[config.mk]
export PLATFORM = sky130hd
export DESIGN_NAME = cordic_phase_front
export DESIGN_NICKNAME = d
export VERILOG_FILES = /design/src/rtl/cordic_pkg.sv /design/src/rtl/cordic_phase_fold.sv /design/src/rtl/cordic_phase_front.sv
export SDC_FILE = /design/constraint.sdc
export NUM_CORES = 1
export LEC_CHECK = 0
export CORE_MARGIN = 4
export CORE_UTILIZATION = 33
export CTS_CLUSTER_DIAMETER = 30
export DETAILED_ROUTE_END_ITERATION = 7
export SETUP_SLACK_MARGIN = 0.15
export SYNTH_ARGS = -nofsm -noshare
export SYNTH_HDL_FRONTEND = slang
export SYNTH_SLANG_ARGS = --single-unit
export TNS_END_PERCENT = 1
[constraint.sdc]
create_clock -name clk -period 5.4 [get_ports clk]
set_input_delay 1.35 -clock clk [delete_from_list [all_inputs] [get_ports clk]]
set_output_delay 1.35 -clock clk [all_outputs]
set_load 0.01 [all_outputs]
[src/rtl/cordic_pkg.sv]
// Shared constants, state encoding and phase helpers for the CORDIC phase front end.
package cordic_pkg;

  localparam int CORDIC_PW     = 16;
  localparam int CORDIC_WL     = 16;
  localparam int CORDIC_FL     = 14;
  localparam int PI_OVER_2_Q14 = 25736;
  localparam int QUARTER_TURN  = 1 << (CORDIC_PW - 2);
  localparam int HALF_TURN     = 1 << (CORDIC_PW - 1);

  typedef enum logic [2:0] {
    S_IDLE,
    S_PREP,
    S_START,
    S_WAIT,
    S_OUT
  } state_e;

  function automatic int quarter_of(input int pw);
    return 1 << (pw - 2);
  endfunction

  function automatic int half_of(input int pw);
    return 1 << (pw - 1);
  endfunction

endpackage

[src/rtl/cordic_phase_fold.sv]
// Folds a full-turn phase into [-pi/2, pi/2] and converts it to Q1.14 radians.
// The fold is registered on load; the multiply/round lands one cycle later.
module cordic_phase_fold
  import cordic_pkg::*;
#(
  parameter int PW = CORDIC_PW,
  parameter int WL = CORDIC_WL,
  parameter int FL = CORDIC_FL
) (
  input  logic                 clk,
  input  logic                 rst_n,
  input  logic [PW-1:0]        phase_i,
  input  logic                 load_i,
  output logic signed [WL-1:0] angle_o,
  output logic                 neg_cos_o
);

  localparam int PWX = PW + 1;
  localparam int PRW = PW + WL + 1;
  localparam logic signed [PW:0]    QTR = PWX'(quarter_of(PW));
  localparam logic signed [PW:0]    HLF = PWX'(half_of(PW));
  localparam logic signed [PRW-1:0] K   = PRW'(PI_OVER_2_Q14);
  localparam logic signed [PRW-1:0] RND = PRW'(1 << (FL - 1));

  logic signed [PW:0]    s_ext, p_d, p_q;
  logic                  neg_d, neg_q, calc_q;
  logic signed [PRW-1:0] prod, rnd;
  logic signed [WL-1:0]  angle_d, angle_q;
  logic                  unused_bits;

  always_comb begin
    s_ext = {phase_i[PW-1], phase_i};
    p_d   = s_ext;
    neg_d = 1'b0;
    if (s_ext > QTR) begin
      p_d   = HLF - s_ext;
      neg_d = 1'b1;
    end else if (s_ext < -QTR) begin
      p_d   = -HLF - s_ext;
      neg_d = 1'b1;
    end
  end

  // Low PRW bits of the two's complement product are sign-agnostic; the slice is a floor shift.
  always_comb begin
    prod    = {{WL{p_q[PW]}}, p_q} * K;
    rnd     = prod + RND;
    angle_d = rnd[FL+WL-1:FL];
  end

  assign unused_bits = ^{rnd[PRW-1:FL+WL], rnd[FL-1:0]};

  always_ff @(posedge clk or negedge rst_n) begin
    if (!rst_n) begin
      p_q     <= '0;
      neg_q   <= 1'b0;
      calc_q  <= 1'b0;
      angle_q <= '0;
    end else begin
      calc_q <= load_i;
      if (load_i) begin
        p_q   <= p_d;
        neg_q <= neg_d;
      end
      if (calc_q) angle_q <= angle_d;
    end
  end

  assign angle_o   = angle_q;
  assign neg_cos_o = neg_q;

endmodule

[src/rtl/cordic_phase_front.sv]
// Control front end for the iterative CORDIC rotator: fold, start, wait, sign-correct, hand off.
// Optional watchdog on the rotator's done pulse is enabled with `define CORDIC_TIMEOUT_EN.
module cordic_phase_front
  import cordic_pkg::*;
#(
  parameter int PW          = CORDIC_PW,
  parameter int WL          = CORDIC_WL,
  parameter int FL          = CORDIC_FL,
  parameter int TIMEOUT_CYC = 31
) (
  input  logic                 clk,
  input  logic                 rst_n,
  input  logic                 in_valid,
  output logic                 in_ready,
  input  logic [PW-1:0]        in_phase,
  output logic                 out_valid,
  input  logic                 out_ready,
  output logic signed [WL-1:0] out_cos,
  output logic signed [WL-1:0] out_sin,
  output logic                 cordic_start,
  output logic signed [WL-1:0] cordic_angle,
  input  logic signed [WL-1:0] cordic_cos,
  input  logic signed [WL-1:0] cordic_sin,
  input  logic                 cordic_done,
  output logic                 err
);

  localparam logic signed [WL-1:0] WMIN = {1'b1, {(WL-1){1'b0}}};
  localparam logic signed [WL-1:0] WMAX = ~WMIN;
  localparam int TW = $clog2(TIMEOUT_CYC + 1);

  state_e               state_q;
  logic                 in_ready_q, out_valid_q, start_q;
  logic signed [WL-1:0] cos_q, sin_q, cos_fix;
  logic                 neg_cos, load;

`ifdef CORDIC_TIMEOUT_EN
  logic [TW-1:0] tmr_q;
  logic          err_q;
`else
  logic [TW-1:0] unused_tmo;
  assign unused_tmo = TW'(TIMEOUT_CYC);
`endif

  assign load = in_valid & in_ready_q;

  cordic_phase_fold #(
    .PW (PW),
    .WL (WL),
    .FL (FL)
  ) u_fold (
    .clk       (clk),
    .rst_n     (rst_n),
    .phase_i   (in_phase),
    .load_i    (load),
    .angle_o   (cordic_angle),
    .neg_cos_o (neg_cos)
  );

  // Negating the most negative word would wrap, so it clamps to the most positive.
  always_comb begin
    cos_fix = cordic_cos;
    if (neg_cos) cos_fix = (cordic_cos == WMIN) ? WMAX : -cordic_cos;
  end

  always_ff @(posedge clk or negedge rst_n) begin
    if (!rst_n) begin
      state_q     <= S_IDLE;
      in_ready_q  <= 1'b1;
      out_valid_q <= 1'b0;
      start_q     <= 1'b0;
      cos_q       <= '0;
      sin_q       <= '0;
`ifdef CORDIC_TIMEOUT_EN
      tmr_q       <= '0;
      err_q       <= 1'b0;
`endif
    end else begin
      start_q <= 1'b0;
`ifdef CORDIC_TIMEOUT_EN
      err_q   <= 1'b0;
`endif
      case (state_q)
        S_IDLE: begin
          if (load) begin
            in_ready_q <= 1'b0;
            state_q    <= S_PREP;
          end
        end
        S_PREP: begin
          start_q <= 1'b1;
          state_q <= S_START;
        end
        S_START: begin
`ifdef CORDIC_TIMEOUT_EN
          tmr_q   <= '0;
`endif
          state_q <= S_WAIT;
        end
        S_WAIT: begin
          if (cordic_done) begin
            cos_q       <= cos_fix;
            sin_q       <= cordic_sin;
            out_valid_q <= 1'b1;
            state_q     <= S_OUT;
          end
`ifdef CORDIC_TIMEOUT_EN
          else if (tmr_q == TW'(TIMEOUT_CYC - 1)) begin
            err_q      <= 1'b1;
            in_ready_q <= 1'b1;
            state_q    <= S_IDLE;
          end else begin
            tmr_q <= tmr_q + TW'(1);
          end
`endif
        end
        S_OUT: begin
          if (out_ready) begin
            out_valid_q <= 1'b0;
            in_ready_q  <= 1'b1;
            state_q     <= S_IDLE;
          end
        end
        default: state_q <= S_IDLE;
      endcase
    end
  end

  assign in_ready     = in_ready_q;
  assign out_valid    = out_valid_q;
  assign cordic_start = start_q;
  assign out_cos      = cos_q;
  assign out_sin      = sin_q;
`ifdef CORDIC_TIMEOUT_EN
  assign err          = err_q;
`else
  assign err          = 1'b0;
`endif

endmodule

# Word level (Yosys, flattened, before mapping)
# Index checks and enable logic that the tools add are counted.
[word_totals]
ff_bits = 73
latchBits = 0
ramBits = 0
rom_bits = 0
in_bits = 53
memories = 0
[classes]
addsub = 4
mul = 1
n_div = 0
n_lt_le_gt_ge = 2
n_eq_ne = 8
shifts = 0
muxes = 17
bitwise = 1
reduce_logical = 7
[ops]
columns = ["operator", "count"]
rows = [
  ["17-bit two-way mux", 2],
  ["33-bit by 12-bit multiplier with 27-bit output, second input constant", 1],
  ["16-bit two-way mux", 2],
  ["30-bit by 15-bit adder with 30-bit output, second input constant", 1],
  ["16-bit by 16-bit subtractor with 17-bit output, first input constant", 1],
  ["17-bit by 16-bit subtractor with 17-bit output, first input constant", 1],
  ["16-bit == test, second input constant", 1],
  ["16-bit > comparator, second input constant", 1],
  ["16-bit by 15-bit < comparator with 1-bit output, second input constant", 1],
  ["16-bit negation", 1],
  ["3-bit case mux with 5 select lines", 1],
  ["3-bit two-way mux", 3],
  ["3-bit AND reduction", 3],
  ["1-bit two-way mux", 7],
  ["3-bit by 2-bit == test with 1-bit output, second input constant", 2],
  ["2-bit != test, second input constant", 2],
  ["1-bit case mux with 2 select lines", 2],
  ["2-bit nonzero test", 2],
  ["3-bit by 1-bit == test with 1-bit output, second input constant", 1],
  ["3-bit == test, second input constant", 1],
  ["3-bit zero test", 1],
  ["2-bit by 1-bit != test with 1-bit output, second input constant", 1],
  ["2-bit AND reduction", 1],
  ["1-bit bitwise AND", 1],
]

# Depth between registers and ports, before layout
# Gate-level depths: netlist of run 1.
[depth]
ltp_word = 3
mapped_depth = 19
depth_no_buf = 18

# Cells and area by module
# Synthesis of run 1 repeated with hierarchy kept, for this count alone.
[unflattened]
cells_unflattened = 675
area_unflattened_um2 = 6548.8
[modules_own_cells]
columns = ["module", "instances", "cells_per_inst", "area_per_inst_um2", "seq_area_each_um2"]
rows = [
  ["cordic_phase_fold", 1, 512, 4689.5, 875.8],
  ["cordic_phase_front", 1, 163, 1859.3, 952.2],
]

# Least setup slack after synthesis of run 1
# OpenSTA, ideal clock, no wires.
[synth_timing]
path_type = "register -> register"
start = "register u_fold.p_q[8]"
end = "register u_fold.angle_q[12] (netlist: u_fold.angle_o[12])"
setup_ns = 0.125
t_arrival_ns = 5.189
required_ns = 5.275
setup_slack_ns = 0.086
path_stages_with_launch = 20
n_path_buf = 1
period_less_slack_ns = 5.314
path_cell_list = "dfrtp_1 > ha_1 > fa_1 > fa_1 > inv_1 > fa_1 > inv_1 > ha_1 > ha_1 > buf_2 > nand2_1 > nor2_1 > nand3_1 > or3_1 > a211oi_4 > nand3_2 > or3_1 > a221o_1 > xor2_1 > mux2_4"
[synth_between]
elab_chain_len = 2
[synth_rtl]
columns = ["element", "line_no", "source"]
rows = [
  ["start, declared", "cordic_phase_fold.sv:25", "logic signed [PW:0] s_ext, p_d, p_q;"],
  ["start signal, assigned", "cordic_phase_fold.sv:62", "p_q <= p_d;"],
  ["33-bit by 12-bit multiplier with 27-bit output", "cordic_phase_fold.sv:46", "prod = {{WL{p_q[PW]}}, p_q} * K;"],
  ["30-bit by 15-bit adder with 30-bit output", "cordic_phase_fold.sv:47", "rnd = prod + RND;"],
  ["end signal, assigned", "cordic_phase_fold.sv:65", "if (calc_q) angle_q <= angle_d;"],
  ["end, declared", "cordic_phase_fold.sv:28", "logic signed [WL-1:0] angle_d, angle_q;"],
]
# No other way between the ends.
# A chain may end at the register's enable or synchronous reset.

# Worst setup path in the final report of run 1
[layout_timing]
start = "register u_fold.p_q[1]"
end = "register u_fold.angle_q[12] (netlist: u_fold.angle_o[12])"
# Same word-level chain as after synthesis.

==> summary by stage, run 1 <==
Outcome
The run finished with clean final reports.

Route
The length of the first detailed-routing pass in iterations is 4. For this block, the initial DRC count from the detailed router was ~210. The sum of routed wire length over all layers is ~15000 µm. The routed length per instance is about 14 µm. For this run, design rule violations remaining after detail routing come to 0. In this run the remaining antenna-violating nets after routing total 0. The detail-routed via count per cell is around 4.7.

The number of vias after detailed routing is 5067.

Finish
The area growth from synthesis to final layout is 33.0%. In the final layout, flip-flops and latches occupy 1830 µm². Of the cells placed in the final design, the portion with a size suffix greater than 1 is around 18%. The number of antenna repair diodes is 0.

Summing all multi-input logic gate instances after layout gives 4700 µm². The layout has approximately 1900 filler cells. After the last flow step, the layout net total stands at approximately 1000.

Critical path
The number of buffers and inverters on the critical path is 3. In this run the worst path has a maximum fanout of 5. The worst endpoint required time is 5.63 ns. The family of cells with the greatest summed delay on the critical path is adder cells. The kind of launch point of the worst setup path is a flop. The cell with the largest stage delay on the worst path is sky130_fd_sc_hd__fa_1. The sort of element at the end of the critical path is a flop. In this design, the stage delay of the slowest critical-path cell is between 0.5 and 0.6 ns. The start-to-end type of the worst setup path is reg2reg. The data arrival time at the worst-slack endpoint is ~5.5 ns. Walking the worst path, the cells encountered are ha_4 -> inv_1 -> fa_1 -> inv_1 -> fa_1 -> fa_1 -> ha_4 -> ha_4 -> buf_4 -> a211oi_4 -> nand2_1 -> nor3_4 -> nor2_1 -> a311oi_4 -> nand3_2 -> or3_1 -> a221o_1 -> xor2_1 -> mux2_4.

CTS
The total clock sinks is 73. The number of buffers added by the clock tree synthesis step is 9. The CTS tree is built. The tree is rooted in a sky130_fd_sc_hd__clkbuf_16. The longest clock path from root to sink contains 2 buffers. At the later pin of the worst-skew pair, clock insertion delay measures between 0.3 and 0.4 ns.

The number of hold buffers added after CTS was 0. The clock slew seen by the registers of the worst setup and hold paths is about 0.060 ns. In this run the number of H-tree levels came out at 3.

STA
The achievable frequency is around 190 MHz. The count of final hold-check violations is 0. The worst-case headroom to the max-slew limit is about 37%. Setup repair after global routing could not meet its margin everywhere. Setup violations remaining at the end of the flow were counted as 0.

The max-slew violation count was 0. Setup total negative slack on the finished layout was measured at 0 ns. At the pin with the least slew margin, the transition time is ~0.94 ns. For the final database, setup skew stands at around 0.0097 ns. The post-route clock period utilization is between 90 and 100%.

The clock period minus worst slack is 5.23 ns.

Logic synthesis
The register area share after synthesis is between 20% and 30%. The number of enable flip-flop cells after synthesis is 0. In the synthesized netlist the async set-or-reset flop fraction comes to between 90% and 100%.

The number of distinct standard cells referenced by the synthesized netlist is slightly above 70. In the post-synthesis netlist, the biggest area contributors are sky130_fd_sc_hd__dfrtp_1, sky130_fd_sc_hd__ha_1, sky130_fd_sc_hd__fa_1, sky130_fd_sc_hd__xor2_1, sky130_fd_sc_hd__mux2_2. The biggest area contributor in the post-synthesis netlist is sky130_fd_sc_hd__dfrtp_1. For this run, the number of Yosys warnings is 0. The post-synthesis instance area is around 6500 µm². The top cell type by area accounts for between 20% and 30% of the synthesized area. In the synthesized netlist the dominant register cell turns out to be sky130_fd_sc_hd__dfrtp_1. The synthesized net count is between 800 and 900. Synthesis produced ~680 cells. The mean instance size in the synthesized netlist is about 9.6 µm².

In this run, synthesis produced a sequential element count of 73.

Floorplan
The count of boundary I/O pins is approximately 110. The row count is just over 50. The floorplan step set the die height to between 100 and 150 µm.

The die covers about 22000 µm². The core outline area is between 15000 and 20000 µm². The horizontal die dimension is between 100 and 150 µm. For this configuration, the core starts out at a cell density of about 34%.

Place
The placed wire-length estimate is 11900 µm. In this run the tool buffered the top-level ports with between 100 and 150 buffer cells. The placer's final routability congestion estimate is about 0.81.

Hold path
The class of the tightest hold or removal check is reg2reg.

GRT
The number of global-route vias before repair came to 4999. The overall global routing resource usage is about 14%. The number of antenna violations at the first check in global routing is 0. The pin count of the biggest net entering global routing is 43. The wire length of the first global-routing pass is ~25000 µm.

For this run the aggregate overflow at the end of global routing stands at 0.

Job
Across the run, the number of max-cap violations was 0.
==> registers in the layout, summed over array words and instances, names as in the netlist <==
register / count
out_cos: 16
u_fold.angle_o: 16
in_ready: 1
u_fold.neg_cos_o: 1
cordic_start: 1
out_sin: 16
state_q: 3
u_fold.p_q: 17
u_fold.calc_q: 1
out_valid: 1
==> cells in the final DEF (no fill, tap or decap), types with 4 or more instances in the layout <==
cell	count
sky130_fd_sc_hd__ha_4	11
sky130_fd_sc_hd__a21oi_1	35
sky130_fd_sc_hd__xnor2_1	29
sky130_fd_sc_hd__mux2i_1	4
sky130_fd_sc_hd__mux2_2	25
sky130_fd_sc_hd__fa_1	38
sky130_fd_sc_hd__nor4_1	5
sky130_fd_sc_hd__nor3_1	10
sky130_fd_sc_hd__o31ai_1	8
sky130_fd_sc_hd__inv_1	43
sky130_fd_sc_hd__o21ai_0	40
sky130_fd_sc_hd__ha_1	60
sky130_fd_sc_hd__clkbuf_16	9
sky130_fd_sc_hd__and3_1	6
sky130_fd_sc_hd__a21oi_2	6
sky130_fd_sc_hd__or4_1	4
sky130_fd_sc_hd__buf_4	44
sky130_fd_sc_hd__nand3_1	9
sky130_fd_sc_hd__dfrtp_2	5
sky130_fd_sc_hd__nand2_1	68
sky130_fd_sc_hd__nor2_1	51
sky130_fd_sc_hd__clkdlybuf4s50_1	102
sky130_fd_sc_hd__nand2b_1	7
sky130_fd_sc_hd__dfrtp_1	67
sky130_fd_sc_hd__nand3b_1	4
sky130_fd_sc_hd__xor2_1	37
sky130_fd_sc_hd__or3_1	8
==> cell type report <==
cell class              count  area share (%)
well taps                 265            3.82
flip-flops and latches     73            21.1
clock inverters             6           0.779
repair buffers            146            15.6
clock buffers              10            2.64
inverters                  44            1.90
multi-input cells         540            54.1
==> stage by stage <==
stage | cells | area, µm² | worst slack (ns) | hold slack [ns] | utilization [%]
floorplan | 683 | 6550 | 0.131 | 0.484 | -
global placement | 1062 | 8070 | 0.134 | 0.489 | 41.5
detailed placement | 1062 | 8070 | 0.0480 | 0.495 | 41.5
CTS | 1079 | 8430 | 0.138 | 0.508 | 43.3
global route | 1084 | 8680 | 0.00572 | 0.517 | 44.6
finish | 1084 | 8680 | 0.169 | 0.502 | 44.6
==> cell usage after synthesis, drive strengths merged (11+ instances only) <==
| master | count |
|---|---|
| a21oi | 42 |
| clkbuf | 16 |
| dfrtp | 72 |
| fa | 38 |
| ha | 71 |
| inv | 43 |
| mux2 | 26 |
| nand2 | 69 |
| nor2 | 56 |
| nor3 | 11 |
| o21ai | 44 |
| xnor2 | 29 |
| xor2 | 37 |
==> worst reg2reg max path, cell delays in order (launching register included) <==
cell	delay (ns)
sky130_fd_sc_hd__dfrtp_2	0.46
sky130_fd_sc_hd__ha_4	0.27
sky130_fd_sc_hd__inv_1	0.04
sky130_fd_sc_hd__fa_1	0.49
sky130_fd_sc_hd__inv_1	0.05
sky130_fd_sc_hd__fa_1	0.47
sky130_fd_sc_hd__fa_1	0.56
sky130_fd_sc_hd__ha_4	0.22
sky130_fd_sc_hd__ha_4	0.18
sky130_fd_sc_hd__buf_4	0.15
sky130_fd_sc_hd__a211oi_4	0.22
sky130_fd_sc_hd__nand2_1	0.14
sky130_fd_sc_hd__nor3_4	0.19
sky130_fd_sc_hd__nor2_1	0.12
sky130_fd_sc_hd__a311oi_4	0.28
sky130_fd_sc_hd__nand3_2	0.15
sky130_fd_sc_hd__or3_1	0.38
sky130_fd_sc_hd__a221o_1	0.32
sky130_fd_sc_hd__xor2_1	0.14
sky130_fd_sc_hd__mux2_4	0.25
==> final timing paths <==
| kind | start | to | slack [ns] | cells after the start |
|---|---|---|---|---|
| setup / recovery | u_fold.p_q[1] | u_fold.angle_o[12] | 0.17 | 19 |
| hold / removal | u_fold.angle_o[2] | u_fold.angle_o[2] | 0.50 | 1 |
| setup reg to reg | u_fold.p_q[1] | u_fold.angle_o[12] | 0.17 | 19 |
| hold reg to reg | u_fold.angle_o[2] | u_fold.angle_o[2] | 0.50 | 1 |
| max in group asynchronous | rst_n | in_ready | 3.50 | 2 |
| min in group asynchronous | rst_n | out_sin[5] | 1.01 | 1 |
==> layer usage <==
metal	GRT usage [%]	vias up	wire (µm)
met1	20.7	2365	7950
li1	-	2613	-
met4	4.62	0	274
met5	0	-	0
met2	20.6	72	6460
met3	2.22	17	373
==> kinds of logic (layout without fill, tap and decap cells) <==
kind of cell | count (synthesis) | count (layout) | share of synthesized area [%]
other | 1 | 1 | 0.0575
adders and majority gates | 109 | 109 | 25.3
buffers and inverters | 70 | 206 | 4.35
xor gates and xnor gates | 66 | 66 | 8.86
and+or+nand+nor | 205 | 205 | 15.3
muxes | 30 | 30 | 5.16
DFF | 73 | 73 | 28.0
AOI/OAI and AO/OA | 129 | 129 | 12.9
==> repair_timing <==
item / 4_1_cts / 5_1_grt
gates resized for setup: 11 / 31
buffers inserted: 1 / 5
pin swaps: 1 / 19
setup endpoints to repair: 2 / 6
endpoints found under the hold margin: 0 / 0
Power of run 1 is not shown: default switching activity piles up to over one toggle a cycle in this logic, so the estimate is an artifact.
==> run 2, diff against run 1 <==
- TNS_END_PERCENT: 1 -> 50
==> summary by stage, run 2 (same netlist as run 1, synthesis figures left out) <==
Hold path
The path class of the tightest hold or removal check is reg2reg.

Route
The detail-routed via count per cell is 4.66 (-0.23%). The routed length per instance was 13.9 µm (about the same). The sum of routed wire length over all layers was 15100 µm (about the same). The length of the first detailed-routing pass in iterations came to 4 (unchanged).

The number of routed nets with antenna violations is 0 (unchanged). The number of vias after detailed routing is 5060 (-0.14%). The violation count after the first detailed-route iteration is 213 (+2.4%). The final routed DRC violation total is 0 (unchanged).

Critical path
The start-to-end type of the worst setup path is reg2reg. The delay of the slowest cell on the worst path is 0.56 ns (about the same). The data arrival time at the worst-slack endpoint is 5.46 ns (about the same). The largest fanout on the critical path is 5 (unchanged). The critical path ends at u_fold.angle_o[12]. The worst reg-to-reg setup slack is 0.16 ns (about the same). The critical path starts at u_fold.p_q[1]. The critical path goes through ha_4 -> inv_2 -> fa_1 -> inv_2 -> fa_1 -> fa_1 -> ha_4 -> ha_4 -> buf_4 -> a211oi_4 -> nand2_1 -> nor3_4 -> nor2_1 -> a311oi_4 -> nand3_2 -> or3_1 -> a221o_1 -> xor2_1 -> mux2_4.

STA classifies the critical path endpoint as a flop. For this design, the slowest cell found on the critical path is sky130_fd_sc_hd__fa_1. The startpoint of the lowest-slack register-to-register path is u_fold.p_q[1]. The kind of launch point of the worst setup path is a flop. The destination of the worst register-to-register timing path is u_fold.angle_o[12]. The worst endpoint required time was 5.63 ns (about the same). The path depth of the worst reg2reg path is 19 (unchanged).

Finish
The share of final-layout standard cells stronger than drive strength 1 is 18.0% (+0.47 points). The library cells used most frequently in the layout, excluding fill and tap cells, are sky130_fd_sc_hd__clkdlybuf4s50_1, sky130_fd_sc_hd__nand2_1, sky130_fd_sc_hd__dfrtp_1. The number of antenna repair diodes is 0 (unchanged).

The register containing the most flip-flops in the final layout is u_fold.p_q. Compared with the post-synthesis result, the final layout area differs by 33.2%. The number of nets in the layout came to 977 (+0.10%).

The number of flip-flops in the largest register came to 17 (unchanged). Leaving out fill and tap cells, the most frequent cell in the layout is sky130_fd_sc_hd__clkdlybuf4s50_1.

Outcome
The flow ran to the end, and the final reports show no timing, DRC or antenna violations.

GRT
The number of antenna violations at the first check in global routing is 0 (unchanged). The number of global-route vias before repair is 4999 (unchanged). The wire length of the first global-routing pass is 25100 µm (unchanged). The met1 track demand over resource is 20.7% (unchanged).

The pin count of the biggest net entering global routing is 43 (unchanged). The global routing's busiest layer is met1. The met2 capacity usage during global routing is 20.6% (unchanged). The met3 track utilization from global routing was 2.22% (unchanged). The total global routing overflow is 0 (unchanged).

The overall global routing resource usage is 13.9% (unchanged).

CTS
The clock latency reported for the late side of the worst-skew pair was 0.35 ns (about the same). The number of buffers added by the clock tree synthesis step is 9 (unchanged). The clock slew seen by the registers of the worst setup and hold paths came to 0.06 ns (about the same). TritonCTS built the clock tree. The maximum number of buffers from clock root to sink is 2 (unchanged). The total clock sinks was 73 (unchanged). The master cell of the clock root buffer is sky130_fd_sc_hd__clkbuf_16. The H-tree depth came to 3 (unchanged).

STA
The pin slew with the least headroom to its limit is 0.939 ns (unchanged). The count of endpoints failing setup in the final report came to 0 (unchanged). The worst clock skew on the final layout is 0.00951 ns (-0.000234 ns). The worst-case headroom to the max-slew limit came to 36.9% (unchanged). The clock period minus worst slack was 5.24 ns (+0.00486 ns). The post-route clock period utilization is 97.0% (about the same). The final-layout setup total negative slack is 0 ns (unchanged). The max-slew violation count was 0 (unchanged).

The achievable frequency is 191 MHz (about the same). Setup repair after global routing could not meet its margin everywhere. The count of final hold-check violations is 0 (unchanged).

Floorplan
The horizontal die dimension is 149 µm (unchanged). The total die area is 22100 µm² (unchanged). The row count is 51 (unchanged). The core outline area came to 19500 µm² (unchanged). The count of boundary I/O pins is 105 (unchanged). The floorplan die height was 149 µm (unchanged). The initial core utilization was 33.5% (unchanged).

Place
The placer's final routability congestion estimate came to 0.808 (unchanged). The number of buffers inserted by port buffering is 103 (unchanged). The placed wire-length estimate is 11900 µm (unchanged).

Job
The number of violations of the max-capacitance limit was 0 (unchanged).
==> run 2: metrics by stage <==
stage               instances  hold slack, ns  setup slack (ns)  util (%)  cell area [µm²]
floorplan                 683           0.484             0.131         -             6550
global placement         1062           0.489             0.134      41.5             8070
detailed placement       1062           0.495            0.0480      41.5             8070
CTS                      1079           0.508             0.138      43.3             8430
global route             1085           0.517            0.0104      44.6             8690
finish                   1085           0.502             0.164      44.6             8690
==> run 2: worst min path at each step <==
stage | start | end | slack [ns] | cells past startpoint
3_3_place_gp | out_sin[12] | out_sin[12] | 0.49 | 1
3_5_place_dp | out_sin[8] | out_sin[8] | 0.50 | 1
2_1_floorplan | state_q[1] | cordic_start | 0.48 | 1
4_1_cts | u_fold.angle_o[4] | u_fold.angle_o[4] | 0.51 | 1
6_report | u_fold.angle_o[2] | u_fold.angle_o[2] | 0.50 | 1
5_1_grt | u_fold.angle_o[1] | u_fold.angle_o[1] | 0.52 | 1
==> run 2: metal layers <==
layer,vias up,routed length (µm)
met5,-,0
met1,2360,7950
met3,17,367
li1,2613,-
met4,0,274
met2,70,6480
==> run 2: cell type report <==
type / instances / area [µm²]
Fill cell: 1937 / 10800
Multi-Input combinational cell: 540 / 4700
Sequential cell: 73 / 1830
Timing Repair Buffer: 147 / 1360
Tap cell: 265 / 332
Clock buffer: 10 / 229
Inverter: 44 / 165
Clock inverter: 6 / 67.6
==> run 2: timing repair <==
| item | CTS | global route |
|---|---|---|
| setup endpoints to repair | 2 | 6 |
| hold buffers | 0 | 0 |
| gates resized for setup | 11 | 35 |
| pin swaps | 1 | 20 |
| setup buffers | 1 | 6 |
==> run 2: critical path, delay by kind of cell (launching register included) <==
| kind | cells | cell delay, ns |
|---|---|---|
| flops | 1 | 0.46 |
| simple gates | 5 | 0.98 |
| xor+xnor | 1 | 0.14 |
| compound gates | 3 | 0.84 |
| fa+ha+maj | 6 | 2.22 |
| buf+inv | 3 | 0.22 |
| mux | 1 | 0.25 |
Power of run 2 is left out for the same reason.
==> run 3, diff against run 2 <==
- CORE_UTILIZATION: 33 -> 45
- PLACE_DENSITY: unset -> 0.72
==> summary by stage, run 3 (same netlist as run 1, synthesis figures left out) <==
Floorplan
The core outline area is 14000 µm² (-28%). The horizontal die dimension is 128 µm (-14%). The row count is 43 (-16%). The total die area is 16500 µm² (-25%). The initial core utilization is 46.5% (+13 points). The floorplan die height is 128 µm (-14%). The count of boundary I/O pins was 105 (unchanged).

Critical path
STA classifies the critical path endpoint as a flop. The worst endpoint required time is 5.62 ns (about the same). The worst setup path is of the reg2reg kind. The most critical setup path has its endpoint at u_fold.angle_o[12].

The destination of the worst register-to-register timing path is u_fold.angle_o[12]. The worst reg-to-reg setup slack was 0.17 ns (about the same). The data arrival time at the worst-slack endpoint is 5.46 ns (about the same).

In this run the critical register-to-register path is launched from u_fold.p_q[2]. The kind of launch point of the worst setup path is a flop. The path depth of the worst reg2reg path is 18 (-1).

The signal on the critical path passes through ha_1 -> inv_1 -> fa_1 -> inv_2 -> fa_1 -> fa_1 -> ha_4 -> ha_4 -> a211oi_4 -> nand2_2 -> nor3_4 -> nor2_2 -> a311oi_4 -> nand3_2 -> or3_1 -> a221o_1 -> xor2_1 -> mux2_4. Tracing the worst setup path back leads to its startpoint at u_fold.p_q[2]. The delay of the slowest cell on the worst path came to 0.52 ns (-0.04 ns).

The largest fanout on the critical path is 6 (+1). In this design, the critical path's most frequently occurring cell is sky130_fd_sc_hd__fa_1. On the critical path, the stage with the largest delay is an instance of sky130_fd_sc_hd__fa_1.

GRT
The overall global routing resource usage is 18.7% (+4.8 points). The number of global-route vias before repair is 5470 (+9.4%). The pin count of the biggest net entering global routing came to 74 (+72%).

The wire length of the first global-routing pass came to 25400 µm (+0.99%). The number of antenna violations at the first check in global routing came to 0 (unchanged). The total global routing overflow came to 0 (unchanged).

Hold path
The instance count along the most critical hold path is 2 (+1). The path class of the tightest hold or removal check is reg2reg.

Finish
The number of nets in the layout was 980 (+0.31%). The final cell count without fillers came to 1003 (-7.6%). The share of final-layout standard cells stronger than drive strength 1 is 18.3% (+0.30 points).

The register containing the most flip-flops in the final layout is u_fold.p_q. The footprint of the flip-flops and latches came to 1830 µm² (-0.20%). From synthesis to final layout, the design area changed by 32.7%.

The number of flip-flops in the largest register came to 17 (unchanged). The number of filler cells placed in the layout is 1112 (-43%). The number of antenna repair diodes is 0 (unchanged). The multi-input gate area in the final layout is 4710 µm² (+0.13%). The top cell types in the final layout, fill and taps aside, are sky130_fd_sc_hd__clkdlybuf4s50_1, sky130_fd_sc_hd__dfrtp_1, sky130_fd_sc_hd__nand2_1. The library cell used most frequently in the layout, excluding fill and tap cells, is sky130_fd_sc_hd__clkdlybuf4s50_1.

STA
The worst-case setup margin in the final layout was 0.167 ns (+0.00322 ns). The count of final hold-check violations was 0 (unchanged). The clock period minus worst slack was 5.23 ns (-0.00322 ns). The max-slew violation count is 0 (unchanged). The post-route clock period utilization is 96.9% (about the same). The worst clock skew on the final layout is 0.00578 ns (-0.00373 ns). The worst-case headroom to the max-slew limit is 38.4% (+1.5 points). Setup repair after global routing could not meet its margin everywhere.

The achievable frequency is 191 MHz (about the same). The pin slew with the least headroom to its limit came to 0.924 ns (-0.0146 ns). The worst slack on hold paths came to 0.502 ns (+0.000535 ns). The count of endpoints failing setup in the final report is 0 (unchanged).

CTS
The maximum number of buffers from clock root to sink was 2 (unchanged). The H-tree depth is 3 (unchanged). The number of buffers added by the clock tree synthesis step was 9 (unchanged).

The cts-stage hold buffer count is 0 (unchanged). The master cell of the clock root buffer is sky130_fd_sc_hd__clkbuf_16. The clock slew seen by the registers of the worst setup and hold paths is 0.05 ns (about the same). The clock latency reported for the late side of the worst-skew pair is 0.34 ns (about the same). The total clock sinks was 73 (unchanged). TritonCTS built the clock tree.

Place
The placer's final routability congestion estimate is 0.877 (+8.5%). The number of placed cells counting well taps is 974 (-8.3%). The worst-case setup slack after placement is 0.0235 ns (-0.0245 ns).

The placed wire-length estimate was 11500 µm (-3.4%). The number of buffers inserted by port buffering is 103 (unchanged).

Route
The number of vias after detailed routing came to 5255 (+3.9%). The sum of routed wire length over all layers is 14800 µm (-1.6%). The number of routed nets with antenna violations is 0 (unchanged).

The length of the first detailed-routing pass in iterations was 4 (unchanged). The detail-routed via count per cell is 5.24 (+12%). The violation count after the first detailed-route iteration is 302 (+42%). The final routed DRC violation total was 0 (unchanged). The routed length per instance is 14.8 µm (+6.5%).

Outcome
The flow ran to the end, and the final reports show no timing, DRC or antenna violations.

Job
The number of violations of the max-capacitance limit is 0 (unchanged).
[run 3: critical path, delay by kind of cell (launching register included)]
kind                       cells  cell delay, ns
AOI/OAI and AO/OA              3            0.93
muxes                          1            0.25
and+or+nand+nor                5            0.98
DFF                            1            0.42
buffers and inverters          2            0.09
xor gates and xnor gates       1            0.14
adders and majority gates      6            2.29
[run 3: how the worst min path moves through the flow]
stage	startpoint	end	slack [ns]
floorplan	state_q[1]	cordic_start	0.48
global placement	u_fold.angle_o[15]	u_fold.angle_o[15]	0.48
detailed placement	out_sin[12]	out_sin[12]	0.50
CTS	out_sin[12]	out_sin[12]	0.51
global route	u_fold.angle_o[6]	u_fold.angle_o[6]	0.52
finish	u_fold.angle_o[6]	u_fold.angle_o[6]	0.50
[run 3: repair_timing]
item,in CTS,in global routing
hold endpoints to repair,0,0
buffers inserted,4,9
pin swaps,3,27
gates cloned,0,0
endpoints found under the setup margin,2,4
gates resized for setup,15,32
[run 3: layout make-up]
class	count	area share [%]
tap	180	2.60
inverter	44	1.91
sequential	73	21.2
clock inverter	4	0.853
timing repair buffer	150	16.0
multi-input combinational	540	54.4
clock buffer	12	3.08
[run 3: layer usage]
metal / global-route usage (%) / routed length, µm / up-vias
met5: 0 / 0 / -
met4: 6.30 / 288 / 0
met3: 4.19 / 545 / 23
met2: 28.9 / 7060 / 130
met1: 26.0 / 6940 / 2469
li1: - / - / 2633
[run 3: through the flow]
step | area (µm²) | setup TNS, ns | util, %
floorplan | 6550 | 0 | -
global placement | 7940 | 0 | 56.5
detailed placement | 7940 | 0 | 56.5
CTS | 8400 | 0 | 59.8
global route | 8650 | -0.00982 | 61.6
finish | 8650 | 0 | 61.6
Power of run 3 is left out for the same reason.
